==> config.mk <==
export PLATFORM = sky130hd
export DESIGN_NAME = registers_bank_sb_flat
export DESIGN_NICKNAME = d
export VERILOG_FILES = /design/src/rtl/registers_bank_sb_pkg.sv /design/src/rtl/registers_bank_sb_if.sv /design/src/rtl/registers_bank_sb_scoreboard.sv /design/src/rtl/registers_bank_sb.sv /design/src/flat_wrapper.sv
export SDC_FILE = /design/constraint.sdc
export NUM_CORES = 1
export LEC_CHECK = 0
export BUFFER_PORTS_ARGS = -buffer_cell sky130_fd_sc_hd__buf_2
export CAP_MARGIN = 10
export CORE_ASPECT_RATIO = 1.5
export CORE_MARGIN = 2
export CORE_UTILIZATION = 56
export CTS_CLUSTER_DIAMETER = 200
export DETAILED_ROUTE_END_ITERATION = 12
export GPL_ROUTABILITY_DRIVEN = 0
export PLACE_DENSITY_LB_ADDON = 0.1
export SYNTH_ARGS = -nofsm -noshare
export SYNTH_HDL_FRONTEND = slang
export SYNTH_SLANG_ARGS = --single-unit
==> constraint.sdc <==
create_clock -name clock -period 1.95 [get_ports clock]
set_input_delay 0 -clock clock [delete_from_list [all_inputs] [get_ports clock]]
set_output_delay 0 -clock clock [all_outputs]
set_load 0.005 [all_outputs]
==> src/rtl/registers_bank_sb_pkg.sv <==
// Shared types and defaults for the register bank with scoreboard and dump engine.
package regbank_pkg;

    localparam int REG_W  = 16;
    localparam int REG_AW = 2;

    typedef enum logic {
        IDLE   = 1'b0,
        STREAM = 1'b1
    } dump_state_t;

endpackage

==> src/rtl/registers_bank_sb_if.sv <==
// Bus bundle for the register bank: read ports, write port, scoreboard reserve and dump stream.
// Dump handshake: a word transfers on a rising edge where dump_valid and dump_ready are both
// high; while dump_valid is high and dump_ready is low, dump_addr and dump_data hold, and
// dump_valid never drops without a transfer except on reset.
interface registers_bank_sb_if #(
    parameter int W  = 16,
    parameter int AW = 2
);
    logic [AW-1:0] addr_A;
    logic [AW-1:0] addr_B;
    logic [W-1:0]  data_A;
    logic [W-1:0]  data_B;
    logic          busy_A;
    logic          busy_B;
    logic          write_reg;
    logic [AW-1:0] addr_R;
    logic [W-1:0]  write_data;
    logic          reserve;
    logic [AW-1:0] addr_D;
    logic          reserve_ok;
    logic          dump_start;
    logic          dump_valid;
    logic          dump_ready;
    logic [AW-1:0] dump_addr;
    logic [W-1:0]  dump_data;
    logic          dump_done;

    modport master (
        output addr_A, addr_B, write_reg, addr_R, write_data, reserve, addr_D,
               dump_start, dump_ready,
        input  data_A, data_B, busy_A, busy_B, reserve_ok, dump_valid, dump_addr,
               dump_data, dump_done
    );

    modport slave (
        input  addr_A, addr_B, write_reg, addr_R, write_data, reserve, addr_D,
               dump_start, dump_ready,
        output data_A, data_B, busy_A, busy_B, reserve_ok, dump_valid, dump_addr,
               dump_data, dump_done
    );
endinterface

==> src/rtl/registers_bank_sb_scoreboard.sv <==
// Per-register busy scoreboard: reserve on issue, clear on writeback, reserve wins a tie.
module regbank_scoreboard
    import regbank_pkg::*;
#(
    parameter int addr_reg = REG_AW,
    parameter int zero_reg = 0
) (
    input  logic                clock,
    input  logic                reset,
    input  logic                write_reg,
    input  logic [addr_reg-1:0] addr_R,
    input  logic                reserve,
    input  logic [addr_reg-1:0] addr_D,
    input  logic [addr_reg-1:0] addr_A,
    input  logic [addr_reg-1:0] addr_B,
    output logic                busy_A,
    output logic                busy_B,
    output logic                reserve_ok
);
    localparam int DEPTH = 1 << addr_reg;

    logic [DEPTH-1:0] busy_q;
    logic [DEPTH-1:0] busy_d;
    logic             wb_same;
    logic             d_is_zero;

    assign wb_same    = write_reg && (addr_R == addr_D);
    assign d_is_zero  = (zero_reg != 0) && (addr_D == '0);
    // A busy destination can still be granted when its writeback lands this same cycle.
    assign reserve_ok = reserve && (!busy_q[addr_D] || wb_same) && !d_is_zero;
    assign busy_A     = busy_q[addr_A];
    assign busy_B     = busy_q[addr_B];

    // Next busy vector: set on grant, otherwise clear on writeback, otherwise hold.
    always_comb begin
        busy_d = busy_q;
        for (int i = 0; i < DEPTH; i++) begin
            if (reserve_ok && (addr_D == addr_reg'(i))) begin
                busy_d[i] = 1'b1;
            end else if (write_reg && (addr_R == addr_reg'(i))) begin
                busy_d[i] = 1'b0;
            end
        end
    end

    // Busy register with synchronous reset.
    always_ff @(posedge clock) begin
        if (reset) begin
            busy_q <= '0;
        end else begin
            busy_q <= busy_d;
        end
    end

endmodule

==> src/rtl/registers_bank_sb.sv <==
// Parametrised register bank: two bypassed read ports, optional zero register,
// busy scoreboard and a handshaked sequential dump engine.
module registers_bank_sb
    import regbank_pkg::*;
#(
    parameter int size_reg = REG_W,
    parameter int addr_reg = REG_AW,
    parameter int zero_reg = 0
) (
    input  logic        clock,
    input  logic        reset,
    registers_bank_sb_if.slave bus,
    output dump_state_t dbg_state_o
);
    localparam int                  DEPTH = 1 << addr_reg;
    localparam logic [addr_reg-1:0] LAST  = addr_reg'(DEPTH - 1);

    logic [size_reg-1:0] regs_q [DEPTH];
    logic                wr_en;
    logic [size_reg-1:0] rd_a;
    logic [size_reg-1:0] rd_b;
    logic [size_reg-1:0] dump_word;

    dump_state_t         state_q, state_d;
    logic [addr_reg-1:0] idx_q, idx_d;
    logic                done_q, done_d;
    logic                accept;

    // Writes to a hard-wired zero register are dropped.
    assign wr_en = bus.write_reg && !((zero_reg != 0) && (bus.addr_R == '0));

    // Register array with synchronous reset.
    always_ff @(posedge clock) begin
        if (reset) begin
            for (int i = 0; i < DEPTH; i++) begin
                regs_q[i] <= '0;
            end
        end else if (wr_en) begin
            regs_q[bus.addr_R] <= bus.write_data;
        end
    end

    // Read port A: bypass the in-flight write, zero register overrides the bypass.
    always_comb begin
        rd_a = regs_q[bus.addr_A];
        if (bus.write_reg && (bus.addr_R == bus.addr_A)) rd_a = bus.write_data;
        if ((zero_reg != 0) && (bus.addr_A == '0))       rd_a = '0;
    end

    // Read port B: same rules as port A.
    always_comb begin
        rd_b = regs_q[bus.addr_B];
        if (bus.write_reg && (bus.addr_R == bus.addr_B)) rd_b = bus.write_data;
        if ((zero_reg != 0) && (bus.addr_B == '0))       rd_b = '0;
    end

    // Dump word comes from live array contents, without bypass.
    always_comb begin
        dump_word = regs_q[idx_q];
        if ((zero_reg != 0) && (idx_q == '0)) dump_word = '0;
    end

    assign bus.data_A = rd_a;
    assign bus.data_B = rd_b;

    regbank_scoreboard #(
        .addr_reg (addr_reg),
        .zero_reg (zero_reg)
    ) u_scoreboard (
        .clock      (clock),
        .reset      (reset),
        .write_reg  (bus.write_reg),
        .addr_R     (bus.addr_R),
        .reserve    (bus.reserve),
        .addr_D     (bus.addr_D),
        .addr_A     (bus.addr_A),
        .addr_B     (bus.addr_B),
        .busy_A     (bus.busy_A),
        .busy_B     (bus.busy_B),
        .reserve_ok (bus.reserve_ok)
    );

    assign accept = (state_q == STREAM) && bus.dump_ready;

    // Dump FSM next state: start from IDLE, step the index on each accepted word.
    always_comb begin
        state_d = state_q;
        idx_d   = idx_q;
        done_d  = 1'b0;
        case (state_q)
            IDLE: begin
                if (bus.dump_start) begin
                    state_d = STREAM;
                    idx_d   = '0;
                end
            end
            STREAM: begin
                if (accept) begin
                    if (idx_q == LAST) begin
                        state_d = IDLE;
                        idx_d   = '0;
                        done_d  = 1'b1;
                    end else begin
                        idx_d = idx_q + 1'b1;
                    end
                end
            end
            default: begin
                state_d = IDLE;
                idx_d   = '0;
            end
        endcase
    end

    // Dump FSM state, index and completion pulse registers.
    always_ff @(posedge clock) begin
        if (reset) begin
            state_q <= IDLE;
            idx_q   <= '0;
            done_q  <= 1'b0;
        end else begin
            state_q <= state_d;
            idx_q   <= idx_d;
            done_q  <= done_d;
        end
    end

    assign bus.dump_valid = (state_q == STREAM);
    assign bus.dump_addr  = idx_q;
    assign bus.dump_data  = dump_word;
    assign bus.dump_done  = done_q;
    assign dbg_state_o    = state_q;

endmodule
==> src/flat_wrapper.sv <==
// flat-port wrapper written by rule: the top's interface ports become plain ports
module registers_bank_sb_flat import regbank_pkg::*;
#(
    parameter int size_reg = REG_W,
    parameter int addr_reg = REG_AW,
    parameter int zero_reg = 0
)
  (clock, reset, dbg_state_o, bus_addr_A, bus_addr_B, bus_write_reg, bus_addr_R, bus_write_data, bus_reserve, bus_addr_D, bus_dump_start, bus_dump_ready, bus_data_A, bus_data_B, bus_busy_A, bus_busy_B, bus_reserve_ok, bus_dump_valid, bus_dump_addr, bus_dump_data, bus_dump_done);
  registers_bank_sb_if bus_i ();
  input  logic clock;
  input  logic reset;
  output dump_state_t dbg_state_o;
  input wire logic [$bits(bus_i.addr_A)-1:0] bus_addr_A;
  input wire logic [$bits(bus_i.addr_B)-1:0] bus_addr_B;
  input wire logic [$bits(bus_i.write_reg)-1:0] bus_write_reg;
  input wire logic [$bits(bus_i.addr_R)-1:0] bus_addr_R;
  input wire logic [$bits(bus_i.write_data)-1:0] bus_write_data;
  input wire logic [$bits(bus_i.reserve)-1:0] bus_reserve;
  input wire logic [$bits(bus_i.addr_D)-1:0] bus_addr_D;
  input wire logic [$bits(bus_i.dump_start)-1:0] bus_dump_start;
  input wire logic [$bits(bus_i.dump_ready)-1:0] bus_dump_ready;
  output wire logic [$bits(bus_i.data_A)-1:0] bus_data_A;
  output wire logic [$bits(bus_i.data_B)-1:0] bus_data_B;
  output wire logic [$bits(bus_i.busy_A)-1:0] bus_busy_A;
  output wire logic [$bits(bus_i.busy_B)-1:0] bus_busy_B;
  output wire logic [$bits(bus_i.reserve_ok)-1:0] bus_reserve_ok;
  output wire logic [$bits(bus_i.dump_valid)-1:0] bus_dump_valid;
  output wire logic [$bits(bus_i.dump_addr)-1:0] bus_dump_addr;
  output wire logic [$bits(bus_i.dump_data)-1:0] bus_dump_data;
  output wire logic [$bits(bus_i.dump_done)-1:0] bus_dump_done;
  assign bus_i.addr_A = bus_addr_A;
  assign bus_i.addr_B = bus_addr_B;
  assign bus_i.write_reg = bus_write_reg;
  assign bus_i.addr_R = bus_addr_R;
  assign bus_i.write_data = bus_write_data;
  assign bus_i.reserve = bus_reserve;
  assign bus_i.addr_D = bus_addr_D;
  assign bus_i.dump_start = bus_dump_start;
  assign bus_i.dump_ready = bus_dump_ready;
  assign bus_data_A = bus_i.data_A;
  assign bus_data_B = bus_i.data_B;
  assign bus_busy_A = bus_i.busy_A;
  assign bus_busy_B = bus_i.busy_B;
  assign bus_reserve_ok = bus_i.reserve_ok;
  assign bus_dump_valid = bus_i.dump_valid;
  assign bus_dump_addr = bus_i.dump_addr;
  assign bus_dump_data = bus_i.dump_data;
  assign bus_dump_done = bus_i.dump_done;
  registers_bank_sb #(.size_reg(size_reg), .addr_reg(addr_reg), .zero_reg(zero_reg)) u_core (.clock(clock), .reset(reset), .bus(bus_i), .dbg_state_o(dbg_state_o));
endmodule
; ---- Yosys cells after proc, flatten, opt, wreduce, memory -nomap -nowiden
; Memory sizes are Yosys's and may differ from the RTL's. A register that Yosys moved wholly into a read port is not among the register bits.
; Cells that the tools add are included.
[op_classes]
addsub = 1
mul = 0
n_div = 0
order_cmp = 3
n_eq_ne = 12
shift = 0
n_mux = 35
bitwise_logic = 2
n_reduce_logical = 24
[op_table]
columns = cell, n
row1 = two-way mux 16 bit, 3
row2 = two-way mux 1 bit, 21
row3 = OR reduction 16 bit, 1
row4 = logical AND 1 bit, 13
row5 = two-way mux 2 bit, 6
row6 = "equality test 2 bit, second input constant", 5
row7 = "< comparator 2 x 3 -> 1 bit, second input constant", 3
row8 = nonzero test 2 bit, 4
row9 = binary-select mux 1 bit (select 2 bit), 3
row10 = equality test 2 bit, 3
row11 = "equality test 2 x 1 -> 1 bit, second input constant", 2
row12 = logical NOT 2 bit, 2
row13 = "!= test 2 bit, second input constant", 2
row14 = one-hot mux 2 bit (2 select lines), 1
row15 = OR reduction 3 bit, 1
row16 = "adder 2 x 1 -> 2 bit, second input constant", 1
row17 = NOT 1 bit, 2
row18 = one-hot mux 1 bit (2 select lines), 1
row19 = AND reduction 2 bit, 1
row20 = logical NOT 1 bit, 1
row21 = logical OR 1 bit, 1
[word_totals]
reg_bits = 8
latchBits = 0
ram_bits = 64
rom_bits = 0
output_inout_bits = 56
memories = 1
[mem_list]
columns = name, depth, width, read_ports, rd_clocked_by_memory_dff, write_ports, line
row1 = u_core.regs_q, 4, 16, 3, 1, 4, registers_bank_sb.sv:18  ; logic [size_reg-1:0] regs_q [DEPTH];

; ---- Depth between registers and ports, before layout
; Gate-level depths: netlist of the first run.
[logic_depth]
depth_word = 7
depth_mapped = 6

; ---- Modules after synthesis
; From an unflattened synthesis of the first run, not the netlist that was laid out.
[hier_totals]
hier_cells = 300
area_unflattened_um2 = 4779.6
[modules_own_cells]
columns = mod, n_inst, cells_per_inst, area_each_um2, seq_area_each_um2
row1 = registers_bank_sb, 1, 260, 4431.8, 2042.0
row2 = regbank_scoreboard, 1, 40, 347.8, 80.1

; ---- Least setup slack after synthesis of the first run
; Ideal clock, no wire load.
[synth_timing]
kind = input-to-reg
start = input bus_addr_R[0]
end = memory u_core.regs_q[0][0] in the netlist's numbering, enable pin
arrival_time_ns = 1.068
required_time_ns = 1.575
path_slack_ns = 0.508
cell_stages = 4
cell_sequence = buf_2 > or3b_1 > buf_2 > nand2b_1
[synth_rtl]
columns = item, line
row1 = from (decl), flat_wrapper.sv:16  ; input wire logic [$bits(bus_i.addr_R)-1:0] bus_addr_R;
row2 = to (decl), registers_bank_sb.sv:18

==> results of run 1 <==
area by class of cell:
class | count | area (um2) | share of cell area
clock buffer | 11 | 233 | 0.0434
clock inverter | 5 | 21.3 | 0.00396
inverter | 17 | 63.8 | 0.0119
multi-input combinational | 187 | 2160 | 0.402
sequential | 74 | 2120 | 0.396
tap | 105 | 131 | 0.0245
timing repair buffer | 107 | 636 | 0.118
Yosys cell counts, drive strengths merged:
cell and count:
mux2 32, a21oi 1, dfxtp 10, ha 1
nand3 5, nand2b 4, nand2 17, xnor2 6
mux2i 1, nor2 57, or3b 1, a32oi 4
nor3b 2, nand3b 2, nor2b 1, mux4 51
buf 19, a21boi 1, edfxtp 64, clkbuf 7
inv 17, a2bb2oi 1
logic make-up (layout without fill, tap and decap cells):
group / after synthesis / after routing / share of synthesized area
compound gates: 7 / 7 / 0.0124
xor+xnor: 6 / 6 / 0.0115
fa+ha+maj: 1 / 1 / 0.00275
buf+inv: 43 / 140 / 0.0604
flops: 74 / 74 / 0.466
mux: 84 / 84 / 0.363
simple gates: 89 / 89 / 0.0840
how the worst max path moves through the flow:
stage / end / depth (start not counted)
after CTS: bus_dump_data[15] / 3
after global routing: bus_dump_data[15] / 3
after global placement: bus_data_A[5] / 5
after detailed placement: bus_data_A[13] / 5
final: bus_data_A[3] / 3
after floorplan: u_core.regs_q[0][0]$_SDFFCE_PN0P_ / 4
power by group through the flow:
stage | registers (mW) | logic [mW] | clock network (mW)
after floorplan | 1.92 | 0.543 | 0
after global placement | 1.93 | 0.807 | 0
after detailed placement | 1.94 | 0.813 | 0
after CTS | 1.91 | 0.821 | 1.43
after global routing | 1.93 | 0.873 | 1.51
final | 1.91 | 0.811 | 1.41
flip-flops by register name, indices dropped and copies added (netlist names), named ones only:
signal,cells
u_core.bus.dump_valid,1
u_core.u_scoreboard.busy_q,4
u_core.bus.dump_done,1
u_core.regs_q,64
u_core.bus.dump_addr,2
metrics by stage:
stage / std cells / power (mW) / util
3_5_place_dp: 487 / 2.76 / 0.639
2_1_floorplan: 304 / 2.46 / -
3_3_place_gp: 487 / 2.74 / 0.639
5_1_grt: 506 / 4.31 / 0.674
4_1_cts: 506 / 4.16 / 0.674
6_report: 506 / 4.14 / 0.674
routing by layer:
layer / vias up / share of wire / routed length, um / track usage
met1: 1513 / 0.37 / 3890 / 0.304
met3: 18 / 0.054 / 557 / 0.0450
met4: 0 / 0.026 / 267 / 0.114
li1: 1364 / - / - / -
met2: 112 / 0.55 / 5670 / 0.432
met5: - / 0 / 0 / 0
repair_timing:
item                      CTS  global route
gates resized for setup     0             0
hold buffers                3             0
hold endpoints to repair    2             0
==> metrics.md, run 1 <==
| Metric | Value |
|---|---|
| Min Hold Slack | `3.91 ps` |
| Seq pwr share | `0.462` |
| Layout Skew | `1.46 ps` |
| Drt first-iter violations | `232` |
| Total Routing Usage GR | `0.250` |
| Area leader, netlist | `edfxtp_1` |
| Crit path max fanout | `3` |
| Synth top area cells | `edfxtp_1 (42%), mux4_2 (17%), mux4_1 (9.2%)` |
| Hold path start | `reset` |
| Setup CP Type | `reg -> out` |
| MaxCap Viol Count | `0` |
| Initial antenna violation count | `0` |
| Root buffer cell | `clkbuf_16` |
| Max VDD drop | `0.000755 V` |
| Setup_tns | `0 ps` |
| Slowest stage delay, CP | `550 ps` |
| Critical-path top delay cell | `mux4_1` |
| Synthesized area | `4560 um2` |
| Vias in the first global route | `3068` |
| RR Startpoint | `u_core.bus.dump_addr[0]$_SDFFE_PP0P_` |
| Crit path buf inv count | `1` |
| Syn Area/Cell | `15.0 um2` |
| Crit-path cells | `mux4_1 > mux2_2 > buf_2` |
| TritonCTS clock tree | `yes` |
| Buffers on Ports | `85` |
| Max-slew headroom | `0.558` |
| Largest net degree at the start of global routing | `18` |
| Longest Clk Path Bufs | `2` |
| Via count | `3007` |
| Cell internal pwr | `3.15 mW` |
| Core Area | `7960 um2` |
| First-pass GRT wire length | `16.2 mm` |
| Clk slew on worst S/H paths | `50 ps` |
| Count of unique library cells instantiated by Yosys | `32` |
| Diode count | `0` |
| Site Rows | `40` |
| Htree depth | `3` |
| Synth Instances | `304` |
| CP Launch Type | `flip-flop` |
| TritonRoute pass-1 iters | `4` |
| Top Ports | `86` |
| Comb power frac | `0.196` |
| Starting Density | `0.572` |
| Unrepaired setup endpoints after global routing | `false` |
| Crit path launch | `u_core.regs_q[1][3]$_SDFFCE_PN0P_` |
| Syn nets | `335` |
| NetSw | `0.987 mW` |
| # DRC | `0` |
| Register-to-Register Path Depth | `4` |
| Reg2reg end | `u_core.bus.dump_done$_SDFF_PP0_` |
| Hold Crit Class | `in -> reg` |
| Clock Latency Late Sink | `330 ps` |
| Crit share post-route | `0.871` |
| Wirelength per Cell | `20.5 um` |
| Setup WS post-layout | `252 ps` |
| GRT overflow | `0` |
| Status | `completed` |
| Required @ worst endpoint | `1950 ps` |
| Final WL | `10.4 mm` |
| Endpoint class of the critical path | `output pin` |
| Seq/Total Area, Yosys | `0.466` |
| Actual slew at the worst max-slew pin | `662 ps` |
| WHS Endpoint | `u_core.u_scoreboard.busy_q[2]$_SDFFE_PP0P_` |
| CTS Sinks | `74` |
| Layout area overhead | `17.8%` |
| Clock share of power | `0.342` |
| Cell family with most CP delay | `multiplexers` |
| DP HPWL | `7.24 mm` |
| CTS buffer count | `9` |
| Seq cells post-synth | `74` |
| Area share of the largest cell type after synthesis | `0.422` |
| YS warnings | `0` |
| Die height | `114 um` |
| Hold Path Depth | `2` |
| Reg2reg setup slack | `610 ps` |
| Hold Fails Final Rpt | `0` |
| Crit path DAT | `1700 ps` |
| Fmax | `0.589 GHz` |
| Commonest cells after routing, fill and taps aside | `buf_2 (85), edfxtp_1 (64), nor2_1 (57)` |
| Layout cells sized above 1 | `0.459` |
| Final Cell Area | `5370 um2` |
| Fin nets | `427` |
| Dpl cell area | `5080 um2` |
| Post-CTS Setup Bufs | `0` |
| Leakage | `2.24 nW` |
| Finish-stage setup viols | `0` |
| DIE WIDTH | `77.6 um` |
| Most common cell after layout, fill and taps aside | `buf_2` |
| Power per standard cell area | `771 nW/um2` |
| Post-route ant nets | `0` |
| Fin crit period | `1700 ps` |
| Fill cell count | `597` |
| Worst slack at placement | `274 ps` |
| Die ar. | `8890 um2` |
| Via density | `5.94` |
| Slew Limit Fails | `0` |
| Sw frac | `0.238` |
Note: power is estimated with default switching activity, not from simulation.
==> inputs of run 2 (changes only) <==
--- a/config.mk
+++ b/config.mk
@@ -9,7 +9,8 @@
 export CAP_MARGIN = 10
 export CORE_ASPECT_RATIO = 1.5
 export CORE_MARGIN = 2
-export CORE_UTILIZATION = 56
+export CORE_UTILIZATION = 58
+export CTS_BUF_LIST = sky130_fd_sc_hd__clkbuf_8
 export CTS_CLUSTER_DIAMETER = 200
 export DETAILED_ROUTE_END_ITERATION = 12
 export GPL_ROUTABILITY_DRIVEN = 0
==> run 2 against run 1 <==
Design area hardly changed; critical path depth stayed put; cell count is 0.99% higher; die area is 3.3% lower; flip-flop and latch count stayed put; first-iteration DRC count is 44% higher; combinational power is 2% higher; hold slack better by 6.6 ps; via count is 1.5% higher; sequential power hardly changed; utilization is 3.0 points higher; register-to-register slack worse by 150 ps; critical endpoint is now bus_dump_data[1]; largest power group unchanged.
==> metrics.md, run 2 (synthesized netlist as in run 1, its figures left out) <==
| Metric | Value |
|---|---|
| Top reg by flops | `u_core.regs_q` |
| Vias in the first global route | `3179` |
| Top Ports | `86` |
| Wirelength per Cell | `20.8 um` |
| Die ar. | `8590 um2` |
| Layout area overhead | `17.7%` |
| Total Routing Usage GR | `0.264` |
| Crit-path cells | `buf_4 > mux4_2 > buf_2` |
| Hold Path Depth | `3` |
| Clock share of power | `0.261` |
| Site Rows | `39` |
| TritonCTS clock tree | `yes` |
| Starting Density | `0.598` |
| Root buffer cell | `clkbuf_8` |
| Power per standard cell area | `692 nW/um2` |
| Die height | `113 um` |
| Required @ worst endpoint | `1950 ps` |
| Post-route ant nets | `0` |
| Longest Clk Path Bufs | `2` |
| Register-to-Register Path Depth | `4` |
| Hold Fails Final Rpt | `0` |
| Drt first-iter violations | `333` |
| Min Hold Slack | `10.5 ps` |
| Total power | `3.71 mW` |
| Core Area | `7610 um2` |
| Cell internal pwr | `2.75 mW` |
| Layout Skew | `1.49 ps` |
| Most common cell after layout, fill and taps aside | `buf_2` |
| Slew Limit Fails | `0` |
| Reg2reg setup slack | `460 ps` |
| First-pass GRT wire length | `16.8 mm` |
| Via density | `5.97` |
| Via count | `3052` |
| Non-filler cells, final | `511` |
| Max VDD drop | `0.000567 V` |
| Fin nets | `436` |
| Final WL | `10.6 mm` |
| Buffers on Ports | `85` |
| Sw frac | `0.258` |
| Diode count | `0` |
| DP HPWL | `7.22 mm` |
| Layout cells sized above 1 | `0.445` |
| CTS Sinks | `74` |
| Commonest cells after routing, fill and taps aside | `buf_2 (85), edfxtp_1 (64), nor2_1 (57)` |
| Fmax | `0.579 GHz` |
| Fin crit period | `1730 ps` |
| Dpl cells | `483` |
| Crit path buf inv count | `2` |
| Setup CP Type | `reg -> out` |
| Crit path DAT | `1730 ps` |
| MaxCap Viol Count | `0` |
| Hold Crit Class | `in -> reg` |
| CP Launch Type | `flip-flop` |
| DIE WIDTH | `76.4 um` |
| Unrepaired setup endpoints after global routing | `false` |
| Clock Latency Late Sink | `350 ps` |
| Endpoint class of the critical path | `output pin` |
| Cell depth of the worst setup path | `3` |
| Seq pwr share | `0.515` |
| Comb power frac | `0.223` |
| Htree depth | `3` |
| Initial antenna violation count | `0` |
| Clk slew on worst S/H paths | `80 ps` |
| NetSw | `0.959 mW` |
| Critical-path top delay cell | `mux4_2` |
| Leakage | `2.24 nW` |
| # DRC | `0` |
| Cell family with most CP delay | `multiplexers` |
| Fill cell count | `578` |
| Max-slew headroom | `0.690` |
| GRT overflow | `0` |
| TritonRoute pass-1 iters | `4` |
| Status | `completed` |
| Largest net degree at the start of global routing | `18` |
| Finish-stage setup viols | `0` |
| Setup_tns | `0 ps` |
| Crit path max fanout | `16` |
| Crit share post-route | `0.885` |
| Actual slew at the worst max-slew pin | `466 ps` |
| Max FFs per register | `64` |
| Slowest stage delay, CP | `560 ps` |
| CTS buffer count | `9` |
[run 2: changes by cell type in the layout (fill, tap and decap cells not counted), moves of 2 or more]
cell / previous run / this run
clkinv_2: 2 / 0
buf_4: 16 / 14
dlygate4sd3_1: 3 / 13
clkbuf_1: 2 / 0
clkbuf_16: 9 / 0
clkbuf_8: 0 / 9
[run 2: power by group through the flow]
stage | registers [mW] | clock network [mW] | logic (mW)
after detailed placement | 1.95 | 0 | 0.810
after global routing | 1.93 | 1.05 | 0.884
after floorplan | 1.92 | 0 | 0.543
final | 1.91 | 0.970 | 0.828
after CTS | 1.91 | 0.988 | 0.834
after global placement | 1.93 | 0 | 0.801
[run 2: per-stage QoR]
step	setup WS [ps]	utilization	area, um2
2_1_floorplan	508	-	4560
3_3_place_gp	503	0.668	5080
3_5_place_dp	462	0.668	5080
4_1_cts	196	0.704	5360
5_1_grt	156	0.704	5360
6_report	224	0.704	5360
[run 2: timing repair]
item,in CTS,in global routing
hold buffers,13,0
buffers inserted,0,0
resized for setup,0,0
hold endpoints to repair,14,0
[run 2: path summary, 6_finish.rpt]
kind | start | end
worst max-delay path | flip-flop | bus_dump_data[1]
worst min-delay path | bus_write_data[9] | u_core.regs_q[3][9]$_DFFE_PP_
worst max register to register | u_core.bus.dump_addr[0]$_SDFFE_PP0P_ | u_core.bus.dump_valid$_SDFF_PP0_
worst min register to register | u_core.u_scoreboard.busy_q[0]$_SDFFE_PP0P_ | u_core.u_scoreboard.busy_q[0]$_SDFFE_PP0P_
[run 2: layer usage]
layer	track usage	wire length, um	vias to the layer above	part of all wire
li1	-	-	1374	-
met1	0.307	3910	1537	0.37
met2	0.485	5950	126	0.56
met3	0.0354	578	15	0.054
met4	0.116	212	0	0.020
met5	0	0	-	0
[run 2: worst register-to-register path, stage by stage, from the launching register on]
cell           delay [ps]
dfxtp_1               390
ha_1                  190
nand3_1                90
nor3b_1               150
dlygate4sd3_1         560
[run 2: layout make-up]
class                      instances  area, um2  area share
tap                              102        128      0.0238
timing repair buffer             116        741       0.138
multi-input combinational        187       2160       0.402
clock buffer                       9        124      0.0231
clock inverter                     6       26.3     0.00490
sequential                        74       2120       0.396
inverter                          17       63.8      0.0119
